`config.mk`:
```
export PLATFORM = sky130hd
export DESIGN_NAME = div_unit
export DESIGN_NICKNAME = d
export VERILOG_FILES = /design/src/rtl/div_unit_pkg.sv /design/src/rtl/div_unit_step.sv /design/src/rtl/div_unit.sv
export SDC_FILE = /design/constraint.sdc
export NUM_CORES = 1
export LEC_CHECK = 0
export ABC_AREA = 1
export CORE_ASPECT_RATIO = 0.6
export CORE_MARGIN = 2
export CORE_UTILIZATION = 31
export DETAILED_ROUTE_END_ITERATION = 8
export GPL_TIMING_DRIVEN = 0
export SLEW_MARGIN = 10
export SYNTH_ARGS = -nofsm -noshare
export SYNTH_HDL_FRONTEND = slang
export SYNTH_HIERARCHICAL = 1
export SYNTH_SLANG_ARGS = --single-unit
export TNS_END_PERCENT = 5
```
`constraint.sdc`:
```
create_clock -name clk -period 2.4 [get_ports clk]
set_clock_uncertainty 0.1 [all_clocks]
set_input_delay 0.48 -clock clk [delete_from_list [all_inputs] [get_ports clk]]
set_output_delay 0.48 -clock clk [all_outputs]
set_load 0.005 [all_outputs]
```
`src/rtl/div_unit_pkg.sv`:
```
// Shared definitions for the multi-cycle divider: state encoding and sizing.
// Optional feature macro: DIV_ZERO_FAST_EN (adds the DIVZERO short-cut state).
package mips_div_pkg;

    localparam int DIV_WIDTH = 32;
    localparam int DIV_CNT_W = $clog2(DIV_WIDTH);

    typedef enum logic [1:0] {
        IDLE    = 2'd0,
`ifdef DIV_ZERO_FAST_EN
        DIVZERO = 2'd1,
`endif
        ON      = 2'd2,
        END     = 2'd3
    } div_state_e;

endpackage

```
`src/rtl/div_unit_step.sv`:
```
// One restoring shift-subtract iteration: shifts the next dividend bit into
// the partial remainder, trial-subtracts the divisor in WIDTH+1 bits and keeps
// the difference only when it is non-negative.
module div_step
    import mips_div_pkg::*;
#(
    parameter int WIDTH = DIV_WIDTH
) (
    input  logic [WIDTH-1:0] rem_i,
    input  logic             dvd_bit_i,
    input  logic [WIDTH-1:0] divisor_i,
    output logic [WIDTH-1:0] rem_o,
    output logic             q_bit_o
);

    logic [WIDTH:0] partial;
    logic [WIDTH:0] diff;

    // Trial subtraction; the sign bit of the WIDTH+1-bit difference decides.
    always_comb begin
        partial = {rem_i, dvd_bit_i};
        diff    = partial - {1'b0, divisor_i};
        q_bit_o = ~diff[WIDTH];
        rem_o   = q_bit_o ? diff[WIDTH-1:0] : partial[WIDTH-1:0];
    end

endmodule

```
`src/rtl/div_unit.sv`:
```
// Multi-cycle restoring divider for the execute stage (DIV / DIVU).
// Handshake: start_i is held high by the requester until ready_o; ready_o is a
// single-cycle pulse with result_o valid in the same cycle; stall_o asks the
// pipeline to hold while a request is outstanding; annul_i abandons any work.
// Optional feature macro: DIV_ZERO_FAST_EN (divide-by-zero finishes in 2 cycles).
module div_unit
    import mips_div_pkg::*;
#(
    parameter int WIDTH = DIV_WIDTH
) (
    input  logic               clk,
    input  logic               rst,
    input  logic               start_i,
    input  logic               signed_i,
    input  logic               annul_i,
    input  logic [WIDTH-1:0]   opdata1_i,
    input  logic [WIDTH-1:0]   opdata2_i,
    output logic [2*WIDTH-1:0] result_o,
    output logic               ready_o,
    output logic               stall_o,
    output div_state_e         dbg_state_o
);

    localparam logic [DIV_CNT_W-1:0] LAST_CNT = DIV_CNT_W'(WIDTH - 1);

    div_state_e           state_q, state_d;
    logic [DIV_CNT_W-1:0] cnt_q, cnt_d;
    logic [WIDTH-1:0]     dvd_q, dvd_d;   // dividend magnitude, shifted out MSB first
    logic [WIDTH-1:0]     dvs_q, dvs_d;   // divisor magnitude
    logic [WIDTH-1:0]     rem_q, rem_d;   // partial remainder
    logic [WIDTH-1:0]     quo_q, quo_d;   // quotient bits collected so far
    logic                 quo_neg_q, quo_neg_d;
    logic                 rem_neg_q, rem_neg_d;
    logic [2*WIDTH-1:0]   result_q, result_d;

    logic [WIDTH-1:0]     step_rem;
    logic                 step_q;
    logic [WIDTH-1:0]     quo_fix;
    logic [WIDTH-1:0]     rem_fix;

    div_step #(.WIDTH(WIDTH)) u_step (
        .rem_i     (rem_q),
        .dvd_bit_i (dvd_q[WIDTH-1]),
        .divisor_i (dvs_q),
        .rem_o     (step_rem),
        .q_bit_o   (step_q)
    );

    // State and datapath registers; reset clears everything asynchronously.
    always_ff @(posedge clk or negedge rst) begin
        if (!rst) begin
            state_q   <= IDLE;
            cnt_q     <= '0;
            dvd_q     <= '0;
            dvs_q     <= '0;
            rem_q     <= '0;
            quo_q     <= '0;
            quo_neg_q <= 1'b0;
            rem_neg_q <= 1'b0;
            result_q  <= '0;
        end else begin
            state_q   <= state_d;
            cnt_q     <= cnt_d;
            dvd_q     <= dvd_d;
            dvs_q     <= dvs_d;
            rem_q     <= rem_d;
            quo_q     <= quo_d;
            quo_neg_q <= quo_neg_d;
            rem_neg_q <= rem_neg_d;
            result_q  <= result_d;
        end
    end

    // Next-state, datapath updates and handshake outputs.
    always_comb begin
        state_d   = state_q;
        cnt_d     = cnt_q;
        dvd_d     = dvd_q;
        dvs_d     = dvs_q;
        rem_d     = rem_q;
        quo_d     = quo_q;
        quo_neg_d = quo_neg_q;
        rem_neg_d = rem_neg_q;
        result_d  = result_q;
        ready_o   = 1'b0;
        result_o  = result_q;
        quo_fix   = quo_neg_q ? (~quo_q + 1'b1) : quo_q;
        rem_fix   = rem_neg_q ? (~rem_q + 1'b1) : rem_q;

        case (state_q)
            IDLE: begin
                if (start_i && !annul_i) begin
                    quo_neg_d = signed_i & (opdata1_i[WIDTH-1] ^ opdata2_i[WIDTH-1]);
                    rem_neg_d = signed_i & opdata1_i[WIDTH-1];
                    dvd_d     = (signed_i && opdata1_i[WIDTH-1]) ? (~opdata1_i + 1'b1) : opdata1_i;
                    dvs_d     = (signed_i && opdata2_i[WIDTH-1]) ? (~opdata2_i + 1'b1) : opdata2_i;
                    rem_d     = '0;
                    quo_d     = '0;
                    cnt_d     = '0;
`ifdef DIV_ZERO_FAST_EN
                    if (opdata2_i == '0)
                        state_d = DIVZERO;
                    else
`endif
                        state_d = ON;
                end
            end
`ifdef DIV_ZERO_FAST_EN
            DIVZERO: begin
                if (annul_i) begin
                    state_d = IDLE;
                end else begin
                    // Zero result: clear magnitudes and signs so END emits 0.
                    rem_d     = '0;
                    quo_d     = '0;
                    quo_neg_d = 1'b0;
                    rem_neg_d = 1'b0;
                    state_d   = END;
                end
            end
`endif
            ON: begin
                if (annul_i) begin
                    state_d = IDLE;
                end else begin
                    rem_d = step_rem;
                    quo_d = {quo_q[WIDTH-2:0], step_q};
                    dvd_d = {dvd_q[WIDTH-2:0], 1'b0};
                    cnt_d = cnt_q + 1'b1;
                    if (cnt_q == LAST_CNT)
                        state_d = END;
                end
            end
            END: begin
                // Leaves unconditionally; an annul only suppresses the result.
                state_d = IDLE;
                if (!annul_i) begin
                    ready_o  = 1'b1;
                    result_d = {rem_fix, quo_fix};
                    result_o = result_d;
                end
            end
            default: state_d = IDLE;
        endcase

        stall_o = rst & start_i & ~ready_o & ~annul_i;
    end

    assign dbg_state_o = state_q;

endmodule

```
==> impl_metrics.sql <==
INSERT INTO impl_metrics (metric_group, metric, value, unit) VALUES
('outcome', 'outcome', 'finished, violations left', ''),
('outcome', 'violations_in_the_final_reports', 'setup timing', ''),
('cts', 'clk_pin_slew_worst_paths', '0.07', 'ns'),
('yosys', 'post_synth_inst_count', '2226', ''),
('timing', 'hold_viol', '0', ''),
('detailed_routing', 'routedWlPerCell', '17.7', 'um'),
('critical_path', 'rrSetupSlack', '-0.28', 'ns'),
('yosys', 'synth_area', '0.0143', 'mm2'),
('cts', 'htree_num_levels', '1', ''),
('cells_and_area', 'final_common_cell', 'nand2_1', ''),
('place', 'portBuffers', '136', ''),
('timing', 'max_slew.worst_pin.slew', '0.591', 'ns'),
('grt', 'grt_usage', '0.227', ''),
('critical_path', 'worst-endpoint-arrival', '2.35', 'ns'),
('cts', 'worst_skew_pair.late_latency', '0.53', 'ns'),
('cells_and_area', 'num-fill-cells', '4706', ''),
('yosys', 'ys.warnings.count', '6', ''),
('cells_and_area', 'design_area', '0.0190', 'mm2'),
('pwr', 'cellLeakagePower', '9.82', 'nW'),
('pwr', 'irDropWorstVdd', '0.000842', 'V'),
('timing', 'relSlewSlack', '0.606', ''),
('timing', 'drv_slew', '0', ''),
('critical_path', 'critPathCapture', 'result_o[56]', ''),
('critical_path', 'worstReg2RegEnd', 'rem_q[6]$_DFFE_PN0P_', ''),
('cells_and_area', 'finish.utilization', '0.421', ''),
('yosys', 'mappedNetlistNets', '2334', ''),
('cells_and_area', 'layout.cells.most_common_list', 'nand2_1 (732), inv_1 (260), nor2_1 (225), dfrtp_1 (183), nand3_1 (144)', ''),
('floorplan', 'core_region_area', '0.0452', 'mm2'),
('cts', 'tritoncts.num_buffers', '21', ''),
('cts', 'clock_tree.buffer_depth', '3', ''),
('grt', 'antenna_found_initial', '1', ''),
('pwr', 'post-layout-total-power', '21.6', 'mW'),
('detailed_routing', 'remaining_drc_errors', '0', ''),
('critical_path', 'critPathLaunch', 'rem_q[0]$_DFFE_PN0P_', ''),
('detailed_routing', 'postRouteAntennaNets', '0', ''),
('floorplan', 'floorplan.io_pins', '137', ''),
('detailed_routing', 'drt_first_pass_iters', '5', ''),
('cells_and_area', 'nets', '2591', ''),
('critical_path', 'reg2reg_from', 'dvs_q[23]$_DFFE_PN0P_', ''),
('yosys', 'synth.yosys.seq_area_share', '0.352', ''),
('timing', 'timing.final.setup_violations', '97', ''),
('timing', 'post-route-worst-setup-slack', '-0.528', 'ns'),
('worst_hold_path', 'worst_hold_path_type', 'input pin to asynchronous set/reset pin', ''),
('grt', 'pin_count_of_the_biggest_net_entering_global_routing', '53', ''),
('timing', 'hold-worst-slack', '0.0883', 'ns'),
('timing', 'final_min_period_over_clock_period', '1.22', ''),
('place', 'post_place_setup_slack', '-1.36', 'ns'),
('cts', 'clock_tree.root_cell', 'clkbuf_16', ''),
('cts', 'tritoncts_num_sinks', '201', ''),
('timing', 'unrepaired_setup_endpoints_after_global_routing', 'yes', ''),
('grt', 'first_pass_grt_wire_length', '84100', 'um'),
('yosys', 'post_synth.cell_area_avg', '6.42', 'um2'),
('detailed_routing', 'vias', '15700', ''),
('grt', 'grt_pass1_vias', '14500', ''),
('cells_and_area', 'post_route_cells_drive_above_1_share', '0.183', ''),
('detailed_routing', 'routed_wirelength', '55200', 'um'),
('cells_and_area', 'synthToLayoutAreaGrowth', '33.2', '%'),
('timing', 'period_minus_slack', '2.93', 'ns'),
('place', 'finalWeightedCongestion', '1.02', ''),
('floorplan', 'die_area', '0.0479', 'mm2'),
('pwr', 'pwr_density_cell', '1140', 'mW/mm2'),
('critical_path', 'crit_fanout', '5', ''),
('grt', 'global_route.overflow_total', '0', ''),
('place', 'place.detailed.hpwl', '42400', 'um'),
('yosys', 'yosys_register_bits', '201', ''),
('detailed_routing', 'drtIter0Drc', '1677', ''),
('floorplan', 'floorplan.die.height', '170', 'um'),
('timing', 'fmaxAchievable', '342', 'MHz'),
('floorplan', 'initial_core_util', '0.316', ''),
('cts', 'tritoncts', 'built', ''),
('critical_path', 'cp-start-kind', 'flip-flop', ''),
('critical_path', 'worstSetupEndpointType', 'primary output', ''),
('run', 'max_cap_viol_count', '0', ''),
('critical_path', 'timing.setup.critical_path_class', 'flip-flop to primary output', ''),
('floorplan', 'std_cell_rows', '60', ''),
('floorplan', 'die-width', '281', 'um'),
('yosys', 'synthDistinctLibCells', '43', ''),
('detailed_routing', 'routed_via_density', '5.05', ''),
('critical_path', 'worstRegToRegCells', '16', ''),
('critical_path', 'worst_ep_required_time', '1.82', 'ns'),
('place', 'placedInstanceArea', '0.0165', 'mm2');
-- state kept, by name, summed over array words and instances (netlist names) --
register	cells
cnt_q	5
dbg_state_o	2
dvd_q	32
dvs_q	32
quo_neg_q	1
quo_q	32
rem_neg_q	1
rem_q	32
result_q	64
-- worst min path at each step --
stage / from / to / slack (ns) / cells past startpoint
3_5_place_dp: rst / dvd_q[5]$_DFFE_PN0P_ / 0.34 / 1
4_1_cts: rst / rem_q[14]$_DFFE_PN0P_ / 0.09 / 3
3_3_place_gp: result_q[21]$_DFF_PN0_ / result_q[21]$_DFF_PN0_ / 0.36 / 2
5_1_grt: rst / rem_q[10]$_DFFE_PN0P_ / 0.11 / 3
2_1_floorplan: rst / cnt_q[0]$_DFFE_PN0P_ / 0.08 / 0
6_report: rst / rem_q[31]$_DFFE_PN0P_ / 0.09 / 3
-- critical path, stage by stage (launching register included) --
cell     delay (ns)
dfrtp_1        0.39
inv_2          0.12
ha_4           0.15
nand4_1        0.09
buf_6          0.16
nor2_4         0.19
buf_6          0.13
buf_6          0.09
nand3_4        0.07
nand3_2        0.07
nand2_2        0.07
a21oi_4        0.15
buf_2          0.14
-- synth_stat cells, drive strengths merged --
| master | number | share of area |
|---|---|---|
| nand2 | 789 | 0.21 |
| inv | 285 | 0.075 |
| nor2 | 266 | 0.072 |
| dfrtp | 201 | 0.35 |
| nand3 | 165 | 0.058 |
| o21ai | 133 | 0.047 |
| a21oi | 101 | 0.036 |
| xor2 | 52 | 0.032 |
| buf | 38 | 0.016 |
| ha | 38 | 0.033 |
| nand4 | 32 | 0.014 |
| o22ai | 32 | 0.014 |
| clkbuf | 28 | 0.0074 |
| nor3 | 10 | 0.0046 |
| o21bai | 9 | 0.0050 |
| or2 | 8 | 0.0035 |
| a22o | 6 | 0.0037 |
| a31oi | 6 | 0.0026 |
| and2 | 5 | 0.0022 |
| nand3b | 5 | 0.0026 |
| o211ai | 5 | 0.0026 |
| o31ai | 4 | 0.0021 |
| xnor2 | 3 | 0.0018 |
| and3 | 2 | 0.00087 |
| fa | 1 | 0.0014 |
| nor3b | 1 | 0.00087 |
| or3 | 1 | 0.00044 |
-- what timing repair did --
action                                  CTS  global route
hold endpoints to repair                 49             0
endpoints found under the setup margin   99           161
resized for setup                       452           133
cloned                                    3             0
pin swaps                                71            53
hold buffers                              5             0
buffers inserted                         69            21
-- stage by stage --
stage,setup TNS [ns],std cells
2_1_floorplan,0,2226
3_3_place_gp,-1743.34,2982
3_5_place_dp,-128.77,2984
4_1_cts,-29.48,3094
5_1_grt,-39.80,3114
6_report,-29.93,3115
-- per-layer routing --
| metal | track usage | part of all wire |
|---|---|---|
| met1 | 0.363 | 0.50 |
| met2 | 0.299 | 0.38 |
| met3 | 0.0556 | 0.098 |
| met4 | 0.0449 | 0.018 |
| met5 | 0 | 0 |
-- kinds of logic after synthesis --
logic type,count (synthesis),synth area share
AO/OA/AOI/OAI,296,0.112
AND/OR/NAND/NOR,1284,0.369
XOR/XNOR,55,0.0337
buffers and inverters,351,0.0980
adder cells (fa/ha/maj),39,0.0347
flip-flops,201,0.352
-- where the power goes --
group / total [mW] / leakage, nW / switching, mW / internal, mW
clock: 3.34 / 0.329 / 1.45 / 1.90
combinational: 13.6 / 6.95 / 8.56 / 5.02
sequential: 4.70 / 2.55 / 0.699 / 4.00
total: 21.6 / 9.82 / 10.7 / 10.9
-- layout make-up --
| cell class | count | area [um2] | share of cell area |
|---|---|---|---|
| diodes | 1 | 2.50 | 0.000131 |
| flip-flops and latches | 201 | 5050 | 0.265 |
| repair buffers | 235 | 2190 | 0.115 |
| multi-input cells | 1675 | 8710 | 0.457 |
| plain buffers | 64 | 564 | 0.0296 |
| clock buffers | 27 | 568 | 0.0298 |
| clock inverters | 7 | 103 | 0.00539 |
| well taps | 620 | 776 | 0.0407 |
| inverters | 285 | 1070 | 0.0564 |
(Power assumes the default switching activity.)
